[config.mk]
export PLATFORM = sky130hd
export DESIGN_NAME = risc_pipe_fetch
export DESIGN_NICKNAME = d
export VERILOG_FILES = /design/src/rtl/risc_pipe_pkg.sv /design/src/rtl/risc_pipe_fetch_q.sv /design/src/rtl/risc_pipe_fetch.sv
export SDC_FILE = /design/constraint.sdc
export NUM_CORES = 1
export LEC_CHECK = 0
export BUFFER_PORTS_ARGS = -buffer_cell sky130_fd_sc_hd__buf_2
export CAP_MARGIN = 20
export CORE_MARGIN = 2
export CORE_UTILIZATION = 39
export DETAILED_ROUTE_END_ITERATION = 8
export MAX_ROUTING_LAYER = met4
export SYNTH_ARGS = -nofsm -noshare
export SYNTH_HDL_FRONTEND = slang
export SYNTH_SLANG_ARGS = --single-unit
[constraint.sdc]
create_clock -name clk -period 2.87 [get_ports clk]
set_input_delay 0.1435 -clock clk [delete_from_list [all_inputs] [get_ports clk]]
set_output_delay 0.1435 -clock clk [all_outputs]
set_load 0.005 [all_outputs]
[src/rtl/risc_pipe_pkg.sv]
// Shared types and defaults for the RISC pipeline fetch front end.
package risc_pipe_pkg;

  localparam int XLEN_DEF = 32;
  localparam int ILEN_DEF = 32;

  localparam logic [XLEN_DEF-1:0] RESET_PC_DEF = '0;
  localparam logic [XLEN_DEF-1:0] PC_STEP_DEF  = 32'd4;

  // One prefetch slot as seen by decode: fetch address, instruction word and
  // whether the memory response has landed yet.
  typedef struct packed {
    logic [XLEN_DEF-1:0] pc;
    logic [ILEN_DEF-1:0] instr;
    logic                filled;
  } fetch_entry_t;

endpackage

[src/rtl/risc_pipe_fetch_q.sv]
// Prefetch queue: slots are allocated in request order, filled in response
// order and popped in order, so three pointers walk the same ring.
// With RISC_FETCH_BYPASS_EN defined, a response landing on an empty-of-filled
// head slot is presented to decode in the same cycle and may be consumed
// without ever being marked filled.
module risc_pipe_fetch_q #(
  parameter int XLEN  = 32,
  parameter int ILEN  = 32,
  parameter int DEPTH = 4
) (
  input  logic                    clk,
  input  logic                    rst,
  input  logic                    flush,
  input  logic                    alloc_en,
  input  logic [XLEN-1:0]         alloc_pc,
  input  logic                    fill_en,
  input  logic [ILEN-1:0]         fill_data,
  input  logic                    pop_en,
  output logic [$clog2(DEPTH):0]  alloc_cnt,
  output logic [$clog2(DEPTH):0]  unfilled_cnt,
  output logic                    head_valid,
  output logic [XLEN-1:0]         head_pc,
  output logic [ILEN-1:0]         head_instr
);

  localparam int PW = $clog2(DEPTH);
  localparam int CW = PW + 1;

  logic [XLEN-1:0] pc_mem    [DEPTH];
  logic [ILEN-1:0] instr_mem [DEPTH];
  logic [PW-1:0]   rd_ptr, wr_ptr, fill_ptr;
  logic [CW-1:0]   filled_cnt;
  logic            bypass;
  logic            bypass_pop;

`ifdef RISC_FETCH_BYPASS_EN
  // No filled slot means fill_ptr == rd_ptr, so this fill targets the head.
  assign bypass = fill_en & (filled_cnt == '0);
`else
  assign bypass = 1'b0;
`endif

  assign bypass_pop   = bypass & pop_en;
  assign unfilled_cnt = alloc_cnt - filled_cnt;
  assign head_valid   = (filled_cnt != '0) | bypass;
  assign head_pc      = pc_mem[rd_ptr];
  assign head_instr   = bypass ? fill_data : instr_mem[rd_ptr];

  // Pointer and occupancy bookkeeping; flush drops every slot at once.
  always_ff @(posedge clk) begin
    if (rst || flush) begin
      rd_ptr     <= '0;
      wr_ptr     <= '0;
      fill_ptr   <= '0;
      alloc_cnt  <= '0;
      filled_cnt <= '0;
    end else begin
      if (alloc_en) wr_ptr   <= wr_ptr + PW'(1);
      if (fill_en)  fill_ptr <= fill_ptr + PW'(1);
      if (pop_en)   rd_ptr   <= rd_ptr + PW'(1);
      alloc_cnt  <= alloc_cnt + CW'(alloc_en) - CW'(pop_en);
      filled_cnt <= filled_cnt + CW'(fill_en & ~bypass_pop)
                               - CW'(pop_en & ~bypass_pop);
    end
  end

  // Slot payload storage; only valid slots are ever read out, so no reset.
  always_ff @(posedge clk) begin
    if (alloc_en) pc_mem[wr_ptr]      <= alloc_pc;
    if (fill_en)  instr_mem[fill_ptr] <= fill_data;
  end

endmodule

[src/rtl/risc_pipe_fetch.sv]
// Instruction-fetch front end: owns the fetch PC, issues in-order requests,
// buffers responses in the prefetch queue and hands {pc, instr} to decode.
// Redirect flushes the queue; responses for requests already in flight are
// counted in drop_cnt and discarded as they return.
// Optional: RISC_FETCH_BYPASS_EN enables same-cycle response-to-decode bypass.
module risc_pipe_fetch
  import risc_pipe_pkg::*;
#(
  parameter int              XLEN     = XLEN_DEF,
  parameter int              ILEN     = ILEN_DEF,
  parameter int              DEPTH    = 4,
  parameter logic [XLEN-1:0] RESET_PC = XLEN'(RESET_PC_DEF),
  parameter logic [XLEN-1:0] PC_STEP  = XLEN'(PC_STEP_DEF)
) (
  input  logic            clk,
  input  logic            rst,
  input  logic            fetch_en,
  output logic            imem_req_valid,
  output logic [XLEN-1:0] imem_req_addr,
  input  logic            imem_req_ready,
  input  logic            imem_rsp_valid,
  input  logic [ILEN-1:0] imem_rsp_data,
  input  logic            redirect_valid,
  input  logic [XLEN-1:0] redirect_pc,
  output logic            if_valid,
  input  logic            if_ready,
  output logic [XLEN-1:0] if_pc,
  output logic [ILEN-1:0] if_instr
);

  localparam int CW = $clog2(DEPTH) + 1;

  logic [XLEN-1:0] pc;
  logic [CW-1:0]   drop_cnt;
  logic [CW-1:0]   alloc_cnt;
  logic [CW-1:0]   unfilled_cnt;
  logic [CW-1:0]   outstanding;
  logic [CW:0]     inflight;
  logic            req_accept;
  logic            fill_en;
  logic            pop_en;
  logic            head_valid;
  logic [XLEN-1:0] head_pc;
  logic [ILEN-1:0] head_instr;

  // Every slot plus every doomed response still owes the memory a reply, so
  // both count against queue capacity.
  assign inflight       = {1'b0, alloc_cnt} + {1'b0, drop_cnt};
  assign outstanding    = drop_cnt + unfilled_cnt;
  assign imem_req_valid = fetch_en & ~redirect_valid & ~rst
                          & (inflight < (CW+1)'(DEPTH));
  assign imem_req_addr  = pc;
  assign req_accept     = imem_req_valid & imem_req_ready;
  assign fill_en        = imem_rsp_valid & ~redirect_valid
                          & (drop_cnt == '0) & (unfilled_cnt != '0);
  assign pop_en         = if_valid & if_ready;

  assign if_valid = head_valid;
  assign if_pc    = head_valid ? head_pc    : '0;
  assign if_instr = head_valid ? head_instr : '0;

  risc_pipe_fetch_q #(
    .XLEN  (XLEN),
    .ILEN  (ILEN),
    .DEPTH (DEPTH)
  ) u_q (
    .clk          (clk),
    .rst          (rst),
    .flush        (redirect_valid),
    .alloc_en     (req_accept),
    .alloc_pc     (pc),
    .fill_en      (fill_en),
    .fill_data    (imem_rsp_data),
    .pop_en       (pop_en),
    .alloc_cnt    (alloc_cnt),
    .unfilled_cnt (unfilled_cnt),
    .head_valid   (head_valid),
    .head_pc      (head_pc),
    .head_instr   (head_instr)
  );

  // Fetch PC: redirect wins, otherwise step past each accepted request.
  always_ff @(posedge clk) begin
    if (rst)                 pc <= RESET_PC;
    else if (redirect_valid) pc <= redirect_pc;
    else if (req_accept)     pc <= pc + PC_STEP;
  end

  // Responses still owed for flushed slots; a response arriving in the
  // redirect cycle retires the oldest owed reply, whichever group it is in.
  always_ff @(posedge clk) begin
    if (rst) begin
      drop_cnt <= '0;
    end else if (redirect_valid) begin
      if (outstanding != '0) drop_cnt <= outstanding - CW'(imem_rsp_valid);
      else                   drop_cnt <= '0;
    end else if (imem_rsp_valid && (drop_cnt != '0)) begin
      drop_cnt <= drop_cnt - CW'(1);
    end
  end

`ifndef SYNTHESIS
  // A response nobody is waiting for means the memory broke ordering.
  a_no_orphan_rsp : assert property (@(posedge clk) disable iff (rst)
    !(imem_rsp_valid && (drop_cnt == '0) && (unfilled_cnt == '0)))
    else $error("risc_pipe_fetch: response with no outstanding request");
`endif

endmodule
==> impl_metrics.ini <==
[sta]
rsz0062_at_grt = false
finalCritPeriodShare_pct = 90.7
clock_skew_ns = 0.0190
maxSlewViolCount = 0
worst_pin_slew_ns = 0.695
setup_viol = 0
hold_slack_ns = 0.0239
final_hold_viol_count = 0
final.min_clock_period_ns = 2.60
relSlewSlack_pct = 53.7
fmax_mhz = 384
finalSetupTns_ns = 0

[layout]
final_net_count = 1105
syn_to_final_growth_pct = 24.9
final_common_cell = edfxtp_1
fillers = 2723
mostFrequentLayoutCells = 256 x edfxtp_1, 168 x buf_2, 75 x and2_1
final_cells = 1436
antenna_cells = 0
drive_above_1_share_pct = 32.2

[critical_path]
critPathArrivalTime_ns = 3.02
slowest_delay_ns = 0.56
path_cells = inv_1 -> ha_1 -> inv_1 -> fa_1 -> fa_1 -> inv_1 -> ha_1 -> or2_2 -> a311oi_1
cp_num_buf_inv = 3
criticalPathCategory = reg -> reg
critPathTopFamily = adder cells
cp-end-kind = flip-flop
crit_path_top_delay_cell = fa_1
critical_path.max_fanout = 2
cp-start-kind = flip-flop
required_ns = 3.29
cp_common_cell = inv_1

[synth]
ys_seq_elements = 305
synth_nets = 851
ys.flop_type = edfxtp_1
yosys.area.top_type = edfxtp_1
synth_area_leaders = edfxtp_1 61%, mux4_2 11%, dfxtp_1 7.8%
synth_async_sr_flop_share_pct = 0
ys_warn_count = 0
avgSynthCellArea_sq_um = 16.7
synth_area_sq_mm = 0.0126
yosys.area.top_type_share_pct = 60.9
synth.distinct_cells = 56
synth_edf_count = 256
synth_seq_area_share_pct = 68.6
synth_cells = 755

[route]
vias_per_cell = 5.12
firstDrtPassIters = 5
routedWlPerCell_um = 19.7
routed_wl_um = 28300
routed-via-count = 7356
drc = 0
antenna_left = 0
drtIter0Drc = 565

[run_status]
status = completed

[placed_design]
port_buffers = 168
dp_hpwl_um = 17300
finalWeightedCongestion = 0.785
placedCellCount = 1313

[die]
rows = 65
coreArea_sq_mm = 0.0317
dieArea_sq_mm = 0.0338
initial_core_util_pct = 39.8
die_w_um = 184
ios = 169
die-height_um = 184

[power_and_ir_drop]
p_sw_share_pct = 20.7
p_total_mw = 9.40
powerDensity_mw_per_mm2 = 596
ir_worst_vdd_mv = 0.322
p_sw_mw = 1.95
clockPowerShare_pct = 43.4
p_seq_share_pct = 52.3
p_int_mw = 7.46
pwr-share-comb_pct = 4.4
p_leak_nw = 5.69

[clocking]
cts.clk_slew.worst_paths_ns = 0.06
htreeDepth = 2
worst_skew_pair.late_latency_ns = 0.51
cts_buffers = 34
cts_tree = built
ctsHoldBuffers = 62
clock_path_buffers = 3
numClockSinks = 305
cts_post_setup_buffers_inserted = 0
root_buffer = clkbuf_16
cts_resized = 0

[hold_path]
hold_class = in -> reg

[grt]
grt_max_degree = 66
track_usage_pct = 17.4
antenna_found_initial = 0
gr-total-overflow = 0
grt_pass1_vias = 7638
grt_pass1_wl_um = 43500

[job]
cap_violations = 0
cells in the mapped netlist (3+ instances only):
library cell / instances
clkbuf_1: 24
nor3_2: 3
buf_1: 3
o211ai_1: 5
mux2_2: 4
fa_1: 4
and3_1: 5
nand3_1: 9
mux2i_1: 4
buf_2: 10
a311oi_1: 4
edfxtp_1: 256
and2_1: 79
inv_1: 24
o311ai_0: 3
a211oi_1: 4
nand2_1: 36
dfxtp_1: 49
a21oi_1: 19
nor3_1: 5
o21a_1: 3
nand4_1: 12
or3_1: 7
mux4_2: 64
ha_1: 21
or4_1: 4
nor2_1: 27
xnor2_1: 15
o21ai_0: 6
a31oi_1: 13
power groups by stage:
stage / sequential (mW) / clock [mW] / combinational (mW)
CTS: 4.92 / 4.19 / 0.413
floorplan: 4.99 / 0 / 0.172
global route: 4.92 / 4.36 / 0.452
global placement: 5.01 / 0 / 0.339
finish: 4.92 / 4.08 / 0.410
detailed placement: 5.01 / 0 / 0.343
flip-flops by register name, summed over array words and instances, names as in the netlist, named ones only:
register / count
u_q.wr_ptr: 2
drop_cnt: 3
u_q.alloc_cnt: 3
u_q.filled_cnt: 3
u_q.instr_mem: 128
u_q.pc_mem: 128
imem_req_addr: 32
u_q.rd_ptr: 2
u_q.fill_ptr: 2
stage by stage:
| step | area (sq um) | setup WS [ns] | util [%] |
|---|---|---|---|
| 5_1_grt | 15800 | 0.00351 | 49.7 |
| 4_1_cts | 15800 | 0.235 | 49.7 |
| 6_report | 15800 | 0.266 | 49.7 |
| 3_3_place_gp | 14100 | 0.304 | 44.4 |
| 3_5_place_dp | 14100 | 0.280 | 44.4 |
| 2_1_floorplan | 12600 | 0.00714 | - |
kinds of logic after synthesis:
kind of cell | after synthesis | share of synthesized area (%)
mux | 72 | 12.1
flops | 305 | 68.6
compound gates | 69 | 3.77
xor+xnor | 18 | 1.36
simple gates | 204 | 9.48
fa+ha+maj | 25 | 2.71
buf+inv | 62 | 1.94
area by class of cell:
type | instances | area [sq um] | share of cell area (%)
timing repair buffer | 255 | 1720 | 10.9
clock inverter | 16 | 111 | 0.706
sequential | 305 | 8680 | 55.0
multi-input combinational | 388 | 3720 | 23.6
tap | 402 | 503 | 3.19
inverter | 25 | 93.8 | 0.595
clock buffer | 45 | 943 | 5.98
per-layer routing:
layer  wire (um)  vias to the layer above  track usage (%)
li1            -                     3436                -
met1       12400                     3696             22.9
met2       13900                      179             27.8
met3        1330                       45             2.83
met4         688                        0             5.98
met5           0                        -                -
worst reg2reg max path, cell delays in order (launching register included):
cell      delay [ns]
dfxtp_1         0.38
inv_1           0.08
ha_1            0.19
inv_1           0.06
fa_1            0.45
fa_1            0.56
inv_1           0.07
ha_1            0.20
or2_2           0.29
a311oi_1        0.25
final timing paths:
path	end	cells after the start	from	slack (ns)
max reg2reg	drop_cnt[2]$_SDFFE_PP0P_	9	u_q.alloc_cnt[0]$_SDFF_PP0_	0.27
max	drop_cnt[2]$_SDFFE_PP0P_	9	u_q.alloc_cnt[0]$_SDFF_PP0_	0.27
min reg2reg	u_q.wr_ptr[1]$_SDFFE_PP0P_	2	u_q.wr_ptr[1]$_SDFFE_PP0P_	0.52
min	imem_req_addr[23]$_SDFFE_PP0P_	3	redirect_pc[23]	0.02
Power figures use the tool's default switching activity.
